### config.mk
export PLATFORM = sky130hd
export DESIGN_NAME = nn_input_loader
export DESIGN_NICKNAME = d
export VERILOG_FILES = /design/src/rtl/nn_input_loader_pkg.sv /design/src/rtl/ipm_frame_bank.sv /design/src/rtl/nn_input_loader.sv
export SDC_FILE = /design/constraint.sdc
export NUM_CORES = 1
export LEC_CHECK = 0
export ABC_CLOCK_PERIOD_IN_PS = 2100
export CAP_MARGIN = 5
export CORE_AREA = 2 2 121 123
export CTS_CLUSTER_SIZE = 14
export DETAILED_ROUTE_END_ITERATION = 6
export DIE_AREA = 0 0 123 125
export DONT_BUFFER_PORTS = 1
export MAX_ROUTING_LAYER = met4
export PLACE_DENSITY = 0.71
export SETUP_SLACK_MARGIN = 0.5
export SLEW_MARGIN = 30
export SYNTH_ARGS = -nofsm -noshare
export SYNTH_HDL_FRONTEND = slang
export SYNTH_SLANG_ARGS = --single-unit
### constraint.sdc
create_clock -name clk -period 2.1 [get_ports clk]
set_input_delay 0.21 -clock clk [delete_from_list [all_inputs] [get_ports clk]]
set_output_delay 0.21 -clock clk [all_outputs]
set_load 0.02 [all_outputs]
### src/rtl/nn_input_loader_pkg.sv
// Shared types, default widths and helpers for the input loader slice.
package nn_input_loader_pkg;

  localparam int unsigned D_LEN_DEF     = 16;
  localparam int unsigned N_IN_DEF      = 4;
  localparam int unsigned CELL_N_DEF    = 4;
  localparam int unsigned DA_AWIDTH_DEF = 8;
  localparam int unsigned OFS_WIDTH_DEF = 2;
  localparam int unsigned IN_BASE_DEF   = 0;
  localparam int unsigned FCNT_W        = 8;

  typedef enum logic [1:0] {
    ST_IDLE,
    ST_REQ,
    ST_STREAM,
    ST_DONE
  } stream_state_e;

  // Sample index width; a one-sample frame still needs a 1-bit index.
  function automatic int unsigned idx_width(input int unsigned n);
    return (n > 1) ? $clog2(n) : 1;
  endfunction

endpackage

### src/rtl/ipm_frame_bank.sv
// Two-bank frame buffer: one write port, one registered read port, per-bank full flags.
module ipm_frame_bank
  import nn_input_loader_pkg::*;
#(
  parameter int unsigned D_LEN = D_LEN_DEF,
  parameter int unsigned N_IN  = N_IN_DEF,
  parameter int unsigned IDX_W = idx_width(N_IN)
) (
  input  logic             clk,
  input  logic             rst_n,
  input  logic             wr_en,
  input  logic [IDX_W-1:0] wr_idx,
  input  logic [D_LEN-1:0] wr_data,
  input  logic             wr_last,
  output logic             wr_ready,
  input  logic             rd_en,
  input  logic             rd_bank,
  input  logic [IDX_W-1:0] rd_idx,
  output logic [D_LEN-1:0] rd_data,
  input  logic             rel,
  output logic [1:0]       full,
  output logic             strm_sel
);

  localparam int unsigned DEPTH = 1 << IDX_W;

  logic [D_LEN-1:0] mem [2][DEPTH];
  logic             fill_sel;
  logic             fill_sel_nxt;
  logic             strm_sel_nxt;
  logic [1:0]       full_nxt;

  // Sample storage, written into the bank currently being filled.
  always_ff @(posedge clk) begin
    if (wr_en) mem[fill_sel][wr_idx] <= wr_data;
  end

  // Read register; reads as zero when the streamer is not driving the bus.
  always_ff @(posedge clk or negedge rst_n) begin
    if (!rst_n) rd_data <= '0;
    else        rd_data <= rd_en ? mem[rd_bank][rd_idx] : '0;
  end

  // Full flags and bank selects after this edge; completion and release hit different banks.
  always_comb begin
    full_nxt     = full;
    fill_sel_nxt = fill_sel;
    strm_sel_nxt = strm_sel;
    if (wr_en && wr_last) begin
      full_nxt[fill_sel] = 1'b1;
      fill_sel_nxt       = ~fill_sel;
    end
    if (rel) begin
      full_nxt[strm_sel] = 1'b0;
      strm_sel_nxt       = ~strm_sel;
    end
  end

  // Bank bookkeeping; ready looks ahead so a freed bank is usable with no lost cycle.
  always_ff @(posedge clk or negedge rst_n) begin
    if (!rst_n) begin
      full     <= '0;
      fill_sel <= 1'b0;
      strm_sel <= 1'b0;
      wr_ready <= 1'b0;
    end else begin
      full     <= full_nxt;
      fill_sel <= fill_sel_nxt;
      strm_sel <= strm_sel_nxt;
      wr_ready <= ~full_nxt[fill_sel_nxt];
    end
  end

endmodule

### src/rtl/nn_input_loader.sv
// Input loader: fills frames from a sample stream and streams them into the state PRAM.
module nn_input_loader
  import nn_input_loader_pkg::*;
#(
  parameter int unsigned D_LEN     = D_LEN_DEF,
  parameter int unsigned N_IN      = N_IN_DEF,
  parameter int unsigned CELL_N    = CELL_N_DEF,
  parameter int unsigned DA_AWIDTH = DA_AWIDTH_DEF,
  parameter int unsigned OFS_WIDTH = OFS_WIDTH_DEF,
  parameter int unsigned IN_BASE   = IN_BASE_DEF
) (
  input  logic                 clk,
  input  logic                 rst_n,
  input  logic                 s_valid,
  output logic                 s_ready,
  input  logic [D_LEN-1:0]     s_data,
  output logic                 ipm_request,
  input  logic                 ipm_enable,
  output logic [D_LEN-1:0]     ipm_din,
  output logic [DA_AWIDTH-1:0] ipm_base,
  output logic [OFS_WIDTH-1:0] ipm_offset,
  output logic                 ipm_wen,
  output logic                 ipm_finish,
  output logic                 nn_start,
  output logic [FCNT_W-1:0]    frame_cnt
);

  localparam int unsigned          IDX_W    = idx_width(N_IN);
  localparam logic [IDX_W-1:0]     IDX_LAST = IDX_W'(N_IN - 1);
  localparam logic [OFS_WIDTH-1:0] OFS_LAST = OFS_WIDTH'(CELL_N - 1);
  localparam logic [DA_AWIDTH-1:0] ROW0     = DA_AWIDTH'(IN_BASE);

  stream_state_e        state, state_nxt;
  logic [IDX_W-1:0]     fi;
  logic [IDX_W-1:0]     idx, idx_nxt, idx_inc;
  logic [DA_AWIDTH-1:0] base_nxt, base_inc;
  logic [OFS_WIDTH-1:0] ofs_nxt, ofs_inc;
  logic                 req_nxt, fin_nxt, start_nxt;
  logic [FCNT_W-1:0]    cnt_nxt;
  logic                 s_acc, fill_last;
  logic                 rd_en, rd_bank, rel, strm_sel;
  logic [IDX_W-1:0]     rd_idx;
  logic [1:0]           full;

  // The router's own grant-cycle write is never wanted.
  assign ipm_wen   = 1'b0;
  assign s_acc     = s_valid & s_ready;
  assign fill_last = (fi == IDX_LAST);

  // Fill index within the bank being filled.
  always_ff @(posedge clk or negedge rst_n) begin
    if (!rst_n)     fi <= '0;
    else if (s_acc) fi <= fill_last ? '0 : fi + IDX_W'(1);
  end

  ipm_frame_bank #(
    .D_LEN (D_LEN),
    .N_IN  (N_IN),
    .IDX_W (IDX_W)
  ) u_bank (
    .clk      (clk),
    .rst_n    (rst_n),
    .wr_en    (s_acc),
    .wr_idx   (fi),
    .wr_data  (s_data),
    .wr_last  (fill_last),
    .wr_ready (s_ready),
    .rd_en    (rd_en),
    .rd_bank  (rd_bank),
    .rd_idx   (rd_idx),
    .rd_data  (ipm_din),
    .rel      (rel),
    .full     (full),
    .strm_sel (strm_sel)
  );

  // Stream FSM next state and next registered outputs; outputs idle at zero.
  always_comb begin
    state_nxt = state;
    idx_nxt   = idx;
    base_nxt  = '0;
    ofs_nxt   = '0;
    req_nxt   = 1'b0;
    fin_nxt   = 1'b0;
    start_nxt = 1'b0;
    cnt_nxt   = frame_cnt;
    rd_en     = 1'b0;
    rd_bank   = strm_sel;
    rd_idx    = '0;
    rel       = 1'b0;
    idx_inc   = idx + IDX_W'(1);
    ofs_inc   = (ipm_offset == OFS_LAST) ? '0 : ipm_offset + OFS_WIDTH'(1);
    base_inc  = (ipm_offset == OFS_LAST) ? ipm_base + DA_AWIDTH'(1) : ipm_base;
    unique case (state)
      ST_IDLE: begin
        if (full[strm_sel]) begin
          state_nxt = ST_REQ;
          idx_nxt   = '0;
          base_nxt  = ROW0;
          req_nxt   = 1'b1;
          fin_nxt   = (N_IN == 1);
          rd_en     = 1'b1;
        end
      end
      ST_REQ: begin
        if (ipm_enable) begin
          start_nxt = 1'b1;
          if (N_IN == 1) begin
            state_nxt = ST_DONE;
          end else begin
            state_nxt = ST_STREAM;
            idx_nxt   = idx_inc;
            base_nxt  = base_inc;
            ofs_nxt   = ofs_inc;
            fin_nxt   = (idx_inc == IDX_LAST);
            rd_en     = 1'b1;
            rd_idx    = idx_inc;
          end
        end else begin
          req_nxt  = 1'b1;
          base_nxt = ipm_base;
          ofs_nxt  = ipm_offset;
          fin_nxt  = ipm_finish;
          rd_en    = 1'b1;
          rd_idx   = idx;
        end
      end
      ST_STREAM: begin
        if (idx == IDX_LAST) begin
          state_nxt = ST_DONE;
        end else begin
          idx_nxt  = idx_inc;
          base_nxt = base_inc;
          ofs_nxt  = ofs_inc;
          fin_nxt  = (idx_inc == IDX_LAST);
          rd_en    = 1'b1;
          rd_idx   = idx_inc;
        end
      end
      ST_DONE: begin
        rel     = 1'b1;
        cnt_nxt = frame_cnt + FCNT_W'(1);
        if (full[~strm_sel]) begin
          state_nxt = ST_REQ;
          idx_nxt   = '0;
          base_nxt  = ROW0;
          req_nxt   = 1'b1;
          fin_nxt   = (N_IN == 1);
          rd_en     = 1'b1;
          rd_bank   = ~strm_sel;
        end else begin
          state_nxt = ST_IDLE;
        end
      end
      default: state_nxt = ST_IDLE;
    endcase
  end

  // State and registered bus outputs.
  always_ff @(posedge clk or negedge rst_n) begin
    if (!rst_n) begin
      state       <= ST_IDLE;
      idx         <= '0;
      ipm_base    <= '0;
      ipm_offset  <= '0;
      ipm_request <= 1'b0;
      ipm_finish  <= 1'b0;
      nn_start    <= 1'b0;
      frame_cnt   <= '0;
    end else begin
      state       <= state_nxt;
      idx         <= idx_nxt;
      ipm_base    <= base_nxt;
      ipm_offset  <= ofs_nxt;
      ipm_request <= req_nxt;
      ipm_finish  <= fin_nxt;
      nn_start    <= start_nxt;
      frame_cnt   <= cnt_nxt;
    end
  end

endmodule

# Word-level counts from Yosys, hierarchy flattened
# Memories as Yosys holds them, arrays and structs flattened.
# Cells that the tools add are included.
word_totals:
  regBits: 48
  latch_bits: 0
  ram_bits: 128
  mem_bits_ro: 0
  in_bits: 20
  elab_cells: 114
  memories: 1
op_classes:
  n_addsub: 5
  mul: 0
  n_div: 0
  magnitude_cmp: 9
  eq_ne: 12
  shift: 0
  muxes: 56
  n_bitwise: 9
  n_reduce_logical: 8
memory_table:
  columns: ["memory", "depth", "word_bits", "read_ports", "rd_clocked_by_memory_dff", "wr", "line_no", "source"]
  rows:
  - ["u_bank.mem", 2, 64, 1, 0, 1, "ipm_frame_bank.sv:27", "logic [D_LEN-1:0] mem [2][DEPTH];"]
op_table:
  columns: ["cell", "count"]
  rows:
  - ["2-to-1 mux 16 bit", 4]
  - ["2-to-1 mux 64 bit", 1]
  - ["binary-select mux 16 bit (select 2 bit)", 1]
  - ["demux 16 bit (select 2 bit)", 1]
  - ["2-to-1 mux 2 bit", 14]
  - ["2-to-1 mux 8 bit", 3]
  - ["one-hot mux 8 bit (3 select lines)", 1]
  - ["2-to-1 mux 1 bit", 22]
  - ["adder 8 x 1 -> 8 bit (second input constant)", 2]
  - ["one-hot mux 2 bit (4 select lines)", 2]
  - ["equality test 2 bit (second input constant)", 6]
  - ["inequality test 2 bit (second input constant)", 5]
  - ["< comparator 1 x 2 -> 1 bit (second input constant)", 4]
  - ["one-hot mux 2 bit (2 select lines)", 2]
  - ["adder 2 x 1 -> 2 bit (second input constant)", 3]
  - ["greater-or-equal comparator 3 bit (second input constant)", 2]
  - ["inverter 2 -> 3 bit", 2]
  - ["one-hot mux 1 bit (3 select lines)", 2]
  - ["AND reduction 3 bit", 2]
  - ["logical AND 1 bit", 4]
  - ["one-hot mux 1 bit (4 select lines)", 1]
  - ["< comparator 3 x 1 -> 1 bit (second input constant)", 1]
  - ["inverter 1 bit", 3]
  - ["bitwise AND 2 bit", 1]
  - ["other kinds (8)", 10]

# Depth between registers and ports, before layout
# Gate-level depths: netlist (run 1).
logic_depth:
  ltp_word: 11
  mapped_depth: 9

# Cells and area by module
# Synthesis (run 1) repeated with hierarchy kept, for this count alone.
unflattened:
  hier_cells: 436
  area_unflattened_um2: 7272.0
by_module_without_submodules:
  columns: ["module", "n_inst", "cells_each", "area_per_inst_um2"]
  rows:
  - ["ipm_frame_bank", 1, 285, 5711.7]
  - ["nn_input_loader", 1, 151, 1560.2]

# Worst setup path before layout (run 1)
# No wires, ideal clock.
synth_path:
  path_kind: "register to register"
  from: "register state[0]"
  to: "register u_bank.rd_data[10]"
  setup_ps: 122
  t_arrival_ps: 2160
  required_time_ps: 1978
  path_slack_ps: -181
  stages_incl_launch_ff: 8
  path_buffers: 2
  synth_period_minus_slack_ps: 2281
  path_cell_list: "dfrtp_1 ha_1 buf_2 a21oi_1 a31oi_2 buf_2 mux4_2 a32o_1"
synth_via:
  elab_chain_cells: 7
  elab_cells_between_ends: 13
synth_rtl:
  columns: ["element", "line_no", "source"]
  rows:
  - ["from (decl)", "nn_input_loader.sv:33", "stream_state_e state, state_nxt;"]
  - ["from (signal assigned)", "nn_input_loader.sv:171", "state <= state_nxt;"]
  - ["equality test 2 bit or equality test 2 x 1 -> 1 bit (tied branches)", "nn_input_loader.sv:94", "unique case (state)"]
  - ["2-to-1 mux 1 bit or one-hot mux 2 bit (2 select lines) (tied branches)", "nn_input_loader.sv:94", null]
  - ["memory (2 x 64 bit) or inverter 2 -> 3 bit (tied branches)", null, null]
  - ["binary-select mux 16 bit (select 2 bit)", "ipm_frame_bank.sv:41", "else rd_data <= rd_en ? mem[rd_bank][rd_idx] : '0;"]
  - ["2-to-1 mux 16 bit (implied by the code) (2 in a row)", "ipm_frame_bank.sv:41", null]
  - ["2-to-1 mux 16 bit *", "ipm_frame_bank.sv:41", null]
  - ["to (signal assigned)", "ipm_frame_bank.sv:41", null]
  - ["to (decl)", "ipm_frame_bank.sv:19", "output logic [D_LEN-1:0] rd_data,"]
# Every way passes the cells marked *; elsewhere a longest branch is shown, timed or not. The select of a mux whose other input is x is not followed.
# A chain may end at the register's enable or synchronous reset.

# Final worst setup path (run 1)
layout_path:
  from: "register state[1]"
  to: "register u_bank.rd_data[9]"
# Same word-level chain as after synthesis.

==> results.toml, run 1 <==
[outcome]
outcome = "finished with violations"
violations = "setup timing"

[drt]
drt-vias-per-instance = 6.210
routedWlPerCell_um = 22.68
drt-initial-drc-count = 361
drt-total-wl_um = 17490
first_pass_iters = 5
num_vias = 4788
drc = 0
final_antenna_net_count = 0

[worst_setup_path]
slowest_delay_ps = 400
cp.required_ps = 2420
cpMaxStageDelayCell = "dfrtp_1"
crit_arrival_ps = 2470
end_kind = "register"
path_cells = "inv_2 -> ha_4 -> and2_4 -> or3_4 -> and3_4 -> buf_12 -> mux4_2 -> a32o_1"
start_kind = "register"
path_class = "register to register"
critPathMaxFanout = 10

[sta]
max_freq_ghz = 0.4640
setup_ws_ps = -55.36
hold_viol = 0
finalSetupTns_ps = -625.2
timing.final.crit_share_pct = 102.6
slew_violations = 0
min_period_ps = 2155
fin_skew_ps = 7.937
rsz0062_at_grt = "true"
setup_viol = 16

[logic_synthesis]
syn_nets = 538
synth-seq-area-share_pct = 67.47
ys_seq_elements = 176
syn_inst = 501
syn_area_per_cell_um2 = 14.92
synthFlopType = "edfxtp_1"
synth_edf_count = 128
syn-cell-area_mm2 = 0.007477
ys_types = 43
ys.warnings.count = 0
async_flop_share_pct = 27.27

[floorplan]
die_area_mm2 = 0.01538
die_w_um = 123
core_mm2 = 0.01420
die_h_um = 125
rows = 44
pin_count = 59
start_util_pct = 52.64

[clocking]
cts_buffers = 17
htree_num_levels = 4
root_buffer = "clkbuf_16"
cts.clk_slew.worst_paths_ps = 60
cts_tree = "built"
cts_max_path_buffers = 2
clock_sinks = 176
clk_latency_ps = 430

[run]
max_cap_violations = 0

[global_routing]
grt-ovfl-total = 0
grt_pass1_vias = 5170
antenna_found_initial = 0
grt_first_pass_wirelength_um = 27540
grt_max_degree = 49
track_usage_pct = 24.89

[finish]
layout.nets = 611
final_common_cell = "edfxtp_1"
n_antenna_cell = 0
layout_common_cells = "edfxtp_1 (128), nand2_1 (45), dfrtp_1 (44)"
area_delta_synth_final_pct = 25.59
layout-drive-gt1-share_pct = 27.09
final_cell_count_no_fill = 771

[power]
powerDensity_mw_per_mm2 = 1548
leakagePower_uw = 0.003583
peakVddDrop_uv = 750.2

[worst_hold_path]
min_path_type = "input port to register"

[place]
place_inst = 695
dpl.hpwl_um = 9546
gp_congestion = 0.7969
portBuffers = 0
-- metrics by stage --
stage	power, uW	setup slack (ps)	area [um^2]	hold WS (ps)	utilization [%]
floorplan	8389	-83.23	7555	-85.59	-
global placement	9788	-125.8	8020	-84.47	56.47
detailed placement	9981	-183.8	8020	-84.41	56.47
CTS	14280	-26.90	9251	48.86	65.13
global route	15260	-116.1	9390	72.32	66.11
finish	14540	-55.36	9390	63.09	66.11
-- where the power goes --
part           leakage, uW  internal, uW  switching [uW]  total [uW]
Sequential         0.00178          4400             632        5030
Combinational      0.00152          3290            3110        6400
Clock             0.000279          1800            1310        3110
-- worst max-delay path: cells and delay by family (launching register included) --
kind | cells | cell delay [ps]
mux | 1 | 290
simple gates | 3 | 730
compound gates | 1 | 210
flops | 1 | 400
fa+ha+maj | 1 | 160
buf+inv | 2 | 230
-- final timing paths --
kind / from / end / slack (ps) / depth (start not counted)
worst max register to register: state[1]$_DFFE_PN0P_ / u_bank.rd_data[9]$_DFF_PN0_ / -60 / 8
worst min register to register: frame_cnt[7]$_DFFE_PN0N_ / frame_cnt[7]$_DFFE_PN0N_ / 620 / 1
worst max-delay path: state[1]$_DFFE_PN0P_ / u_bank.rd_data[9]$_DFF_PN0_ / -60 / 8
max in group asynchronous: rst_n / fi[0]$_DFFE_PN0P_ / 1520 / 2
min in group asynchronous: rst_n / ipm_request$_DFF_PN0_ / 320 / 2
worst min-delay path: ipm_enable / ipm_finish$_DFFE_PN0N_ / 60 / 3
-- area by class of cell --
cell class                 count  area, um^2
clock buffer                  21       450.4
multi-input combinational    288        2466
inverter                       9       37.54
tap                          184       230.2
fill                         957        4813
clock inverter                11       135.1
sequential                   176        5050
timing repair buffer          82        1021
-- flip-flops by register name, summed over array words and instances (netlist names), 2 cells and up --
name	count
fi	2
ipm_base	8
state	2
idx	2
u_bank.full	2
u_bank.rd_data	16
ipm_offset	2
u_bank.mem	128
frame_cnt	8
-- cells by family (layout without fill, tap and decap cells) --
kind of cell,count (synthesis),after routing,synth area share [%]
multiplexers,38,38,7.999
AO/OA/AOI/OAI,105,105,10.48
buffers and inverters,37,123,2.192
XOR/XNOR,14,14,1.640
other,1,1,0.05015
flip-flops,176,176,67.47
adder cells (fa/ha/maj),17,17,2.845
AND/OR/NAND/NOR,113,113,7.329
-- Yosys cell counts (all sizes together) (10+ instances only) --
cell	n	area share, %
a211o	15	1.8
a211oi	16	1.6
a32o	16	2.1
and2	17	1.5
and3	10	0.84
buf	13	0.99
clkbuf	15	0.75
dfrtp	48	16
edfxtp	128	51
ha	17	2.8
mux2i	17	2.3
mux4	17	5.1
nand2	48	2.4
nor2	13	0.65
o22ai	30	2.5
-- routing by layer --
layer	routed length (um)	vias to the layer above	global-route usage [%]
met4	580	0	11.03
met3	1270	41	6.889
met2	8997	188	40.36
met5	0	-	-
met1	6639	2473	28.86
li1	-	2086	-
-- what timing repair did --
| item | 4_1_cts | 5_1_grt |
|---|---|---|
| gates resized for setup | 39 | 23 |
| hold buffers | 19 | 0 |
| setup buffers | 13 | 7 |
| cloned | 5 | 0 |
| hold endpoints to repair | 177 | 0 |
| pin swaps | 10 | 8 |
| setup endpoints to repair | 67 | 113 |
(Power assumes the default switching activity.)
==> inputs of run 2 (changes only) <==
--- a/config.mk
+++ b/config.mk
@@ -7,13 +7,12 @@
 export LEC_CHECK = 0
 export ABC_CLOCK_PERIOD_IN_PS = 2100
 export CAP_MARGIN = 5
-export CORE_AREA = 2 2 121 123
+export CORE_AREA = 2 2 144 146
 export CTS_CLUSTER_SIZE = 14
 export DETAILED_ROUTE_END_ITERATION = 6
-export DIE_AREA = 0 0 123 125
+export DIE_AREA = 0 0 146 148
 export DONT_BUFFER_PORTS = 1
 export MAX_ROUTING_LAYER = met4
-export PLACE_DENSITY = 0.71
 export SETUP_SLACK_MARGIN = 0.5
 export SLEW_MARGIN = 30
 export SYNTH_ARGS = -nofsm -noshare
==> results.toml, run 2 (synthesis gave the netlist of run 1 again) <==
[global_routing]
antenna_found_initial = 0
grt-ovfl-total = 0
grt_first_pass_wirelength_um = 26830
grt_pass1_vias = 4742
grt_max_degree = 49
track_usage_pct = 16.82

[place]
place_inst = 790
gp_congestion = 0.7870
portBuffers = 0
dpl.hpwl_um = 10920
dp_slack_ps = -213.4
place_area_mm2 = 0.008145

[finish]
num-fill-cells = 1778
area_delta_synth_final_pct = 25.85
largest_register = "u_bank.mem"
largest_register_ffs = 128
final_cell_count_no_fill = 864
final_common_cell = "edfxtp_1"
postLayoutCoreUtil_pct = 46.96
layout.nets = 618
seq_area_mm2 = 0.005050
layout-drive-gt1-share_pct = 27.44
multiInputGateArea_mm2 = 0.002440
n_antenna_cell = 0
layout_common_cells = "edfxtp_1 (128), buf_4 (52), nand2_1 (47)"
reg_top3 = "u_bank.mem: 128 flops, u_bank.rd_data: 16 flops"
fin_area_mm2 = 0.009410

[sta]
rsz0062_at_grt = "true"
hold_viol = 0
max_freq_ghz = 0.4524
worstMarginPinSlew_ps = 751.1
setup_ws_ps = -110.6
fin_skew_ps = 9.249
min_period_ps = 2211
setup_viol = 16
slew_violations = 0
worst_slew_margin_rel_pct = 49.92
timing.final.crit_share_pct = 105.3

[worst_setup_path]
r2r_start = "state[0]$_DFFE_PN0P_"
r2r_slack_ps = -110
crit_start = "state[0]$_DFFE_PN0P_"
start_kind = "register"
path_buf_inv = 1
critPathTopFamily = "simple AND/OR/NAND/NOR gates"
slowest_delay_ps = 460
cpMaxStageDelayCell = "dfrtp_2"
end_kind = "register"
crit_arrival_ps = 2530
cp_num_cells = 7
path_cells = "ha_4 -> and2_4 -> or3_4 -> and3_4 -> clkbuf_16 -> mux4_2 -> a32o_1"
r2r_cells = 7
critPathMaxFanout = 7
path_class = "register to register"
cp.required_ps = 2420
worstSetupEndpoint = "u_bank.rd_data[5]$_DFF_PN0_"
reg2reg_to = "u_bank.rd_data[5]$_DFF_PN0_"

[floorplan]
pin_count = 59
rows = 52
start_util_pct = 37.31
die_h_um = 148
core_mm2 = 0.02004
die_w_um = 146
die_area_mm2 = 0.02161

[drt]
drt-initial-drc-count = 350
drt-total-wl_um = 18050
drc = 0
first_pass_iters = 5
num_vias = 4732
final_antenna_net_count = 0
routedWlPerCell_um = 20.89
drt-vias-per-instance = 5.477

[power]
peakVddDrop_uv = 801.9
powerDensity_mw_per_mm2 = 1543
leakagePower_uw = 0.003555
fin_total_pwr_uw = 14520

[clocking]
cts_max_path_buffers = 2
cts_tree = "built"
root_buffer = "clkbuf_16"
cts.clk_slew.worst_paths_ps = 70
clk_latency_ps = 430
clock_sinks = 176
cts_buffers = 17
htree_num_levels = 4

[outcome]
violations = "setup timing"
outcome = "finished with violations"

[worst_hold_path]
min_path_type = "input port to register"

[run]
max_cap_violations = 0
## run 2: changes by cell type in the layout (fill, tap and decap cells not counted), sizes merged
| cell | before | now |
|---|---|---|
| inv | 9 | 15 |
| clkinv | 6 | 2 |
| bufinv | 2 | 4 |
| clkinvlp | 3 | 2 |
| buf | 62 | 68 |
| bufbuf | 2 | 0 |
## run 2: layout make-up
type	count	area share (%)
clock inverter	14	2.314
inverter	9	0.3989
multi-input combinational	288	25.93
sequential	176	53.66
tap	270	3.590
timing repair buffer	89	9.547
clock buffer	18	4.561
## run 2: power by group
part / switching (uW) / total, uW / leakage [uW] / internal (uW)
combinational: 3020 / 6010 / 0.00146 / 2990
clock: 1420 / 3460 / 0.000314 / 2040
sequential: 649 / 5040 / 0.00178 / 4390
## run 2: what timing repair did
action                     in CTS  in global routing
hold endpoints to repair      177                  0
buffers inserted                2                 18
gates resized for setup        17                 27
setup endpoints to repair      64                 62
gates cloned                    0                  3
pin swaps                       1                  3
hold buffers                   19                  0
## run 2: worst reg2reg max path, delay by kind of cell (launching register included)
| family | cells | cell delay, ps |
|---|---|---|
| AO/OA/AOI/OAI | 1 | 220 |
| flip-flops | 1 | 460 |
| AND/OR/NAND/NOR | 3 | 780 |
| adder cells (fa/ha/maj) | 1 | 180 |
| buffers and inverters | 1 | 190 |
| multiplexers | 1 | 280 |
## run 2: worst min path at each step
stage	from	end	slack, ps	cells past startpoint
finish	ipm_enable	nn_start$_DFF_PN0_	30	2
global route	ipm_enable	nn_start$_DFF_PN0_	20	2
CTS	ipm_enable	nn_start$_DFF_PN0_	10	2
detailed placement	rst_n	frame_cnt[4]$_DFFE_PN0N_	-80	0
global placement	rst_n	frame_cnt[4]$_DFFE_PN0N_	-80	0
floorplan	rst_n	fi[0]$_DFFE_PN0P_	-90	0
## run 2: layer usage
layer,track usage [%],vias to the layer above,wire length (um)
met5,-,-,0
met1,19.94,2417,7340
met4,5.000,0,250
met2,28.40,187,9254
li1,-,2108,-
met3,4.444,20,1205
## run 2: per-stage QoR
stage                     hold WS, ps  TNS [ps]
after floorplan                -85.59     -1273
after global placement         -84.39     -2350
after detailed placement       -84.34     -2945
after CTS                       13.52    -705.9
after global routing            20.09     -1943
final                           29.81     -1220
